<file path="src/rtl/multdiv_pkg.sv">
// Shared types and constants for the multiply/divide sequencer.
// Imported by the controller and its iteration datapath.
package multdiv_pkg;

    typedef enum logic [1:0] {
        IDLE,
        MULT,
        DIV,
        DONE
    } state_t;

    localparam int DEFAULT_WIDTH = 32;

    localparam logic [31:0] MIN_NEG = 32'h8000_0000;

endpackage

</file>
<file path="src/rtl/multdiv_step.sv">
// One iteration of the engine: shift-add for multiply,
// trial subtract and restore for divide.
module multdiv_step
    import multdiv_pkg::*;
#(
    parameter int WIDTH = DEFAULT_WIDTH
) (
    input  logic [2*WIDTH-1:0] acc,
    input  logic [WIDTH-1:0]   operand,
    input  logic               div_mode,
    output logic [2*WIDTH-1:0] acc_next
);

    logic [WIDTH:0]     sum;
    logic [WIDTH:0]     diff;
    logic [2*WIDTH-1:0] shl;
    logic [WIDTH-1:0]   addend;

    always_comb begin
        addend = acc[0] ? operand : '0;
        sum    = {1'b0, acc[2*WIDTH-1:WIDTH]} + {1'b0, addend};
        shl    = {acc[2*WIDTH-2:0], 1'b0};
        diff   = {1'b0, shl[2*WIDTH-1:WIDTH]} - {1'b0, operand};
        if (div_mode) begin
            // Borrow out means the trial subtract failed: keep the shifted value.
            acc_next = diff[WIDTH] ? shl
                                   : {diff[WIDTH-1:0], shl[WIDTH-1:1], 1'b1};
        end else begin
            acc_next = {sum, acc[WIDTH-1:1]};
        end
    end

endmodule

</file>
<file path="src/rtl/multdiv_controller.sv">
// Multi-cycle signed mul/div sequencer for the execute stage.
// Stalls upstream while iterating and strobes the result for X/M.
module multdiv_controller
    import multdiv_pkg::*;
#(
    parameter int WIDTH = DEFAULT_WIDTH,
    parameter int ITER  = WIDTH
) (
    input  logic             clock,
    input  logic             reset,
    input  logic             ctrl_mult,
    input  logic             ctrl_div,
    input  logic [WIDTH-1:0] data_operandA,
    input  logic [WIDTH-1:0] data_operandB,
    input  logic             flush,
    output logic             stall,
    output logic [WIDTH-1:0] data_result,
    output logic             data_exception,
    output logic             data_resultRDY
);

    localparam int CW = $clog2(ITER) + 1;
    localparam logic [WIDTH-1:0] MIN_W = WIDTH'(MIN_NEG);

    state_t             state;
    state_t             state_next;
    logic [CW-1:0]      count;
    logic [2*WIDTH-1:0] acc;
    logic [2*WIDTH-1:0] acc_next;
    logic [2*WIDTH-1:0] prod;
    logic [WIDTH-1:0]   opnd;
    logic [WIDTH-1:0]   a_mag;
    logic [WIDTH-1:0]   b_mag;
    logic [WIDTH-1:0]   quot;
    logic [WIDTH-1:0]   res_val;
    logic               res_exc;
    logic               neg;
    logic               div_ovf;
    logic               busy;
    logic               can_start;
    logic               go_mult;
    logic               go_div;
    logic               div_zero;
    logic               last;
    logic               stall_c;

    assign busy      = (state == MULT) || (state == DIV);
    assign can_start = !busy && !flush;
    assign go_mult   = can_start && ctrl_mult;
    assign go_div    = can_start && !ctrl_mult && ctrl_div;
    assign div_zero  = (data_operandB == '0);
    assign last      = busy && !flush && (count == CW'(ITER - 1));

    assign a_mag = data_operandA[WIDTH-1] ? -data_operandA : data_operandA;
    assign b_mag = data_operandB[WIDTH-1] ? -data_operandB : data_operandB;

    multdiv_step #(
        .WIDTH(WIDTH)
    ) u_step (
        .acc     (acc),
        .operand (opnd),
        .div_mode(state == DIV),
        .acc_next(acc_next)
    );

    always_ff @(posedge clock or negedge reset) begin
        if (!reset) begin
            state <= IDLE;
        end else begin
            state <= state_next;
        end
    end

    always_comb begin
        state_next = state;
        stall_c    = 1'b0;
        unique case (state)
            IDLE, DONE: begin
                stall_c = go_mult || go_div;
                if (go_mult) begin
                    state_next = MULT;
                end else if (go_div) begin
                    state_next = div_zero ? DONE : DIV;
                end else begin
                    state_next = IDLE;
                end
            end
            MULT, DIV: begin
                stall_c = 1'b1;
                if (flush) begin
                    state_next = IDLE;
                end else if (last) begin
                    state_next = DONE;
                end
            end
            default: state_next = IDLE;
        endcase
    end

    assign stall          = stall_c & reset;
    assign data_resultRDY = (state == DONE);

    // Sign is applied to the value leaving the final iteration.
    always_comb begin
        prod    = neg ? -acc_next : acc_next;
        quot    = neg ? -acc_next[WIDTH-1:0] : acc_next[WIDTH-1:0];
        res_val = quot;
        res_exc = div_ovf;
        if (state == MULT) begin
            res_val = prod[WIDTH-1:0];
            res_exc = !((&prod[2*WIDTH-1:WIDTH-1]) ||
                        !(|prod[2*WIDTH-1:WIDTH-1]));
        end
    end

    always_ff @(posedge clock or negedge reset) begin
        if (!reset) begin
            count          <= '0;
            acc            <= '0;
            opnd           <= '0;
            neg            <= 1'b0;
            div_ovf        <= 1'b0;
            data_result    <= '0;
            data_exception <= 1'b0;
        end else if (go_mult) begin
            count   <= '0;
            acc     <= {{WIDTH{1'b0}}, b_mag};
            opnd    <= a_mag;
            neg     <= data_operandA[WIDTH-1] ^ data_operandB[WIDTH-1];
            div_ovf <= 1'b0;
        end else if (go_div) begin
            count   <= '0;
            acc     <= {{WIDTH{1'b0}}, a_mag};
            opnd    <= b_mag;
            neg     <= data_operandA[WIDTH-1] ^ data_operandB[WIDTH-1];
            div_ovf <= (data_operandA == MIN_W) && (data_operandB == '1);
            if (div_zero) begin
                data_result    <= '0;
                data_exception <= 1'b1;
            end
        end else if (busy) begin
            count <= flush ? '0 : count + CW'(1);
            acc   <= acc_next;
            if (last) begin
                data_result    <= res_val;
                data_exception <= res_exc;
            end
        end
    end

endmodule
</file>
<file path="config.mk">
export PLATFORM = sky130hd
export DESIGN_NAME = multdiv_controller
export DESIGN_NICKNAME = d
export VERILOG_FILES = /design/src/rtl/multdiv_pkg.sv /design/src/rtl/multdiv_step.sv /design/src/rtl/multdiv_controller.sv
export SDC_FILE = /design/constraint.sdc
export NUM_CORES = 1
export LEC_CHECK = 0
export CORE_ASPECT_RATIO = 1.4
export CORE_MARGIN = 3
export CORE_UTILIZATION = 65
export CTS_CLUSTER_DIAMETER = 200
export DETAILED_ROUTE_END_ITERATION = 7
export PLACE_DENSITY = 0.87
export SYNTH_ARGS = -nofsm -noshare
export SYNTH_HDL_FRONTEND = slang
export SYNTH_SLANG_ARGS = --single-unit
</file>
<file path="constraint.sdc">
create_clock -name clock -period 10.35 [get_ports clock]
set_input_delay 2.5875 -clock clock [delete_from_list [all_inputs] [get_ports clock]]
set_output_delay 2.5875 -clock clock [all_outputs]
set_load 0.02 [all_outputs]
</file>
After elaboration in Yosys (flattened, before gate mapping)

Index checks and enable logic that the tools add are counted.

$add $sub $neg: 7
Equality and inequality tests: 8
Multiplexer cells: 37
Bitwise operators: 3
Reduce and logical (&&, ||, !) cells: 26

Operators with widths:

| cell                                           | number |
|---|---|
| two-way mux 64 bit                             | 6 |
| two-way mux 32 bit                             | 11 |
| negator 32 bit                                 | 3 |
| == test 32 bit (second input constant)         | 2 |
| negator 64 bit                                 | 1 |
| adder 32 x 32 -> 33 bit                        | 1 |
| AND reduction 33 bit                           | 1 |
| OR reduction 33 bit                            | 1 |
| subtractor 32 x 32 -> 33 bit                   | 1 |
| logical NOT 32 bit                             | 1 |
| two-way mux 6 bit                              | 4 |
| two-way mux 1 bit                              | 10 |
| two-way mux 2 bit                              | 4 |
| logical AND 1 bit                              | 7 |
| adder 6 x 1 -> 6 bit (second input constant)   | 1 |
| == test 6 x 5 -> 1 bit (second input constant) | 1 |
| nonzero test 2 bit                             | 3 |
| logical NOT 1 bit                              | 5 |
| == test 2 bit (second input constant)          | 2 |
| one-hot mux 2 bit (2 select lines)             | 1 |
| AND reduction 4 bit                            | 1 |
| OR reduction 2 bit                             | 2 |
| logical OR 1 bit                               | 3 |
| inequality test 3 bit (second input constant)  | 1 |
| other kinds (8)                                | 8 |

Bits in registers: 139
Input bits: 69
Output and inout port bits: 35
Logic and storage cells: 89

Depth between registers and ports, before layout

Depth in word-level cells: 13
Gate-level depth with buffers: 24
Depth with buffers taken out: 24

By module

Synthesis repeated with hierarchy kept, for this count alone.

Cells, all modules: 1818
Area total of the unflattened synthesis: 14259.9 µm²

Modules (own cells, without submodules):

| module             | times used | cells an instance | area each (µm²) | seq. area each (µm²) |
|---|---|---|---|---|
| multdiv_controller | 1          | 1087              | 9394.0          | 3478.3 |
| multdiv_step       | 1          | 731               | 4865.9          | 0.0 |

Worst setup path before layout

OpenSTA, ideal clock, no wires.

Path type: input-to-output
Start: input port flush
End: output port stall
Arrival time: 3775 ps
Required time: 7763 ps
Setup slack: 3987 ps
Cell stages on the path: 5
Buffers on the path: 1
Cell sequence: nor2b_1 o21ai_1 nand2_1 clkbuf_1 and2_1

Cells in the longest elaborated chain, start to end: 7
Elaborated cells between the ends (all ways): 8
Those cells by class: 1 x mux; 1 x bitwise; 6 x reduce/logical

RTL lines:

| element                                | line                      | text |
|---|---|---|
| start: declaration                     | multdiv_controller.sv:15  | `input logic flush,` |
| logical NOT 1 bit (*)                  | multdiv_controller.sv:48  | `assign can_start = !busy && !flush;` |
| logical AND 1 bit (*)                  | multdiv_controller.sv:48  |  |
| logical AND 1 bit (2 in series)        | multdiv_controller.sv:50  | `assign go_div = can_start && !ctrl_mult && ctrl_div;` |
| logical OR 1 bit (*)                   | multdiv_controller.sv:79  | `stall_c = go_mult \|\| go_div;` |
| one-hot mux 1 bit (2 select lines) (*) | multdiv_controller.sv:77  | `unique case (state)` |
| AND 1 bit (*)                          | multdiv_controller.sv:100 | `assign stall = stall_c & reset;` |
| end: declaration                       | multdiv_controller.sv:16  | `output logic stall,` |

Mark *: on every way between the ends. The rest lies on a longest branch, timed or not.

Worst setup path in the final report

Same ends and word-level chain as after synthesis.

==> impl_metrics.py <==
metrics = {
    "run_status": {
        "status": "completed",
    },
    "worst_setup_path": {
        "cp-end-kind": "output pin",
        "reg2reg_depth": 22,
        "start_kind": "input pin",
        "r2r-end": "data_exception",
        "crit_required_ns": 7.76,
        "timing.rr.start": "opnd[21]",
        "critical_path_peak_fanout": 64,
        "critPathKind": "input pin to output pin",
        "crit_arrival_ns": 4.92,
        "reg2reg_slack_ns": 3.93,
    },
    "finish": {
        "fin_nets": 2009,
        "num_antenna_cells": 0,
        "syn_to_final_growth_pct": 11.43,
        "design_area_um2": 15810,
        "drive_gt1_share_pct": 5.907,
    },
    "drt": {
        "drcViolationCount": 0,
        "firstDrtPassIters": 6,
        "wl_per_cell_um": 21.41,
        "dr.first_iter.drc_count": 1696,
        "drt_wl_total_mm": 45.80,
        "vias": 14910,
        "ant_nets": 0,
        "vias_per_cell": 6.970,
    },
    "pwr": {
        "pwr-share-seq_pct": 20.9,
        "clockPowerShare_pct": 15.0,
        "power.internal_mw": 2.119,
        "power_switching_mw": 2.194,
        "combinationalPowerShare_pct": 64.1,
        "switching_share_pct": 50.87,
        "p_leak_nw": 6.462,
        "vdd_drop_max_mv": 0.1394,
        "pwr_density_cell_nw_per_um2": 272.8,
        "total_power_mw": 4.313,
    },
    "yosys": {
        "synth.top_cell.area_share_pct": 24.52,
        "synth_top_family_by_area": "compound AO/OA/AOI/OAI gates",
        "syn_avg_cell_area_um2": 7.715,
        "ys_seq_area_share_pct": 24.52,
        "synth_area_leaders": "dfrtp_1, xor2_1, ha_1",
        "synth_edf_count": 0,
        "yosysMostFrequentCell": "nand2_1",
        "synth_warnings": 0,
        "synth_adder_area_share_pct": 6.632,
        "synth_compound_area_share_pct": 26.43,
        "synth_top_cells_by_count": "nand2_1, nor2_1, dfrtp_1",
        "synth_ff_type": "dfrtp_1",
        "synth_cells": 1839,
        "netlist_area_um2": 14190,
        "synth.area.mux_share_pct": 3.536,
        "synth.largest_area_cell": "dfrtp_1",
        "synth-simple-area-share_pct": 23.61,
        "syn_nets": 1982,
        "synth.distinct_cells": 92,
        "ys_async_sr_fraction_pct": 100.0,
        "synth_xor_area_share_pct": 10.06,
        "synth-seq-cells": 139,
    },
    "floorplan": {
        "fp.coreArea_um2": 21280,
        "row_count": 63,
        "die_h_um": 180.8,
        "pin_count": 104,
        "die_area_um2": 23660,
        "start_util_pct": 66.66,
        "dieWidth_um": 130.9,
    },
    "cts": {
        "cts_max_path_buffers": 2,
        "cts.clk_slew.worst_paths_ns": 0.06,
        "holdBufCountCts": 0,
        "cts_setup_buffers": 0,
        "cts.htree.levels": 4,
        "cts_num_sinks": 139,
        "postCtsResizedCells": 0,
        "ctsRootBufferMaster": "clkbuf_16",
        "clk_latency_ns": 0.43,
        "cts_tree": "yes",
        "cts_buffers": 17,
    },
    "min_path": {
        "min_path_cells": 2,
        "min_to": "acc[63]",
        "hold_class": "register to register",
        "hold_start": "acc[63]",
    },
    "timing": {
        "min_period_ns": 7.511,
        "min_period_over_period_pct": 72.57,
        "slew_headroom_pct": 16.78,
        "finalSetupTns_ns": 0,
        "slew_viol_final": 0,
        "hold_slack_ns": 0.5079,
        "setup_viol_count_final": 0,
        "rsz0062_at_grt": "false",
        "worstMarginPinSlew_ns": 1.217,
        "timing.final.ws_setup_ns": 2.839,
        "fmax_mhz": 133.1,
        "fin_skew_ns": 0.008617,
        "hold_viol": 0,
    },
    "placement": {
        "pre_cts_ws_ns": 2.868,
        "place_area_um2": 15190,
        "gp_congestion": 0.9907,
        "place_hpwl_mm": 33.00,
        "numPortBuffers": 103,
    },
    "grt": {
        "grt_max_degree": 85,
        "antenna_found_initial": 0,
        "grt_usage_pct": 38.30,
        "grt_pass1_vias": 14330,
        "grt_overflow": 0,
        "grt_pass1_wl_mm": 73.00,
    },
    "job": {
        "maxCapViolCount": 0,
    },
}
layout make-up:
type | count | area, µm²
Multi-Input combinational cell | 1530 | 10040
Tap cell | 260 | 325.3
Sequential cell | 139 | 3478
Clock inverter | 10 | 140.1
Clock buffer | 22 | 474.2
Fill cell | 1634 | 5474
Timing Repair Buffer | 114 | 1115
Inverter | 64 | 240.2
cells in the final DEF, fill, tap and decap left out, drive strengths merged, types with 29 or more instances in the layout:
cell type and n:
o221ai 29, nand4 29, mux2i 31, clkdlybuf4s50 102, nand2 221, nand3 64, o21ai 139, dfrtp 139
ha 72, nor2 159, nor3 36, a31oi 31, o31ai 31, inv 63, xor2 105, xnor2 58
a22o 35, a21oi 119, and2 44
worst max path at each step:
| stage | slack [ns] | to | startpoint | depth (start not counted) |
|---|---|---|---|---|
| finish | 2.84 | stall | flush | 7 |
| detailed placement | 2.87 | stall | flush | 7 |
| global placement | 2.88 | stall | flush | 7 |
| global route | 2.71 | stall | flush | 7 |
| floorplan | 3.99 | stall | flush | 5 |
| CTS | 2.86 | stall | flush | 7 |
cell families after synthesis:
family                   count (synthesis)
AND/OR/NAND/NOR                        690
AO/OA/AOI/OAI                          555
buffers and inverters                  170
XOR/XNOR                               163
flip-flops                             139
adder cells (fa/ha/maj)                 74
multiplexers                            48
critical path, cell delays in order:
cell and delay (ns):
clkdlybuf4s50_1 0.52, nor2b_1 0.45, o21ai_4 0.09, buf_4 0.34
nand2_1 0.18, and2_1 0.13, clkdlybuf4s50_1 0.60
flip-flops by register name, summed over array words and instances (netlist names):
name,cells
state,2
data_exception,1
opnd,32
div_ovf,1
count,6
acc,64
data_result,32
neg,1
power groups by stage:
| stage | registers [mW] | clock network [mW] | logic [mW] |
|---|---|---|---|
| global placement | 0.890 | 0 | 2.60 |
| CTS | 0.889 | 0.646 | 2.69 |
| finish | 0.900 | 0.647 | 2.77 |
| floorplan | 0.809 | 0 | 2.11 |
| global route | 0.917 | 0.666 | 3.02 |
| detailed placement | 0.895 | 0 | 2.66 |
through the flow:
stage,std cells,util [%]
floorplan,1839,-
global placement,2107,71.39
detailed placement,2107,71.39
CTS,2139,74.28
global route,2139,74.28
finish,2139,74.28
metal layers:
| metal | global-route usage [%] | share of wire, % | vias up |
|---|---|---|---|
| li1 | - | - | 6815 |
| met1 | 47.90 | 38 | 7018 |
| met2 | 62.83 | 48 | 860 |
| met4 | 22.15 | 6.3 | 0 |
| met3 | 4.584 | 8.0 | 215 |
| met5 | 0 | 0 | - |
No activity file was read; power rests on OpenSTA's default activity.
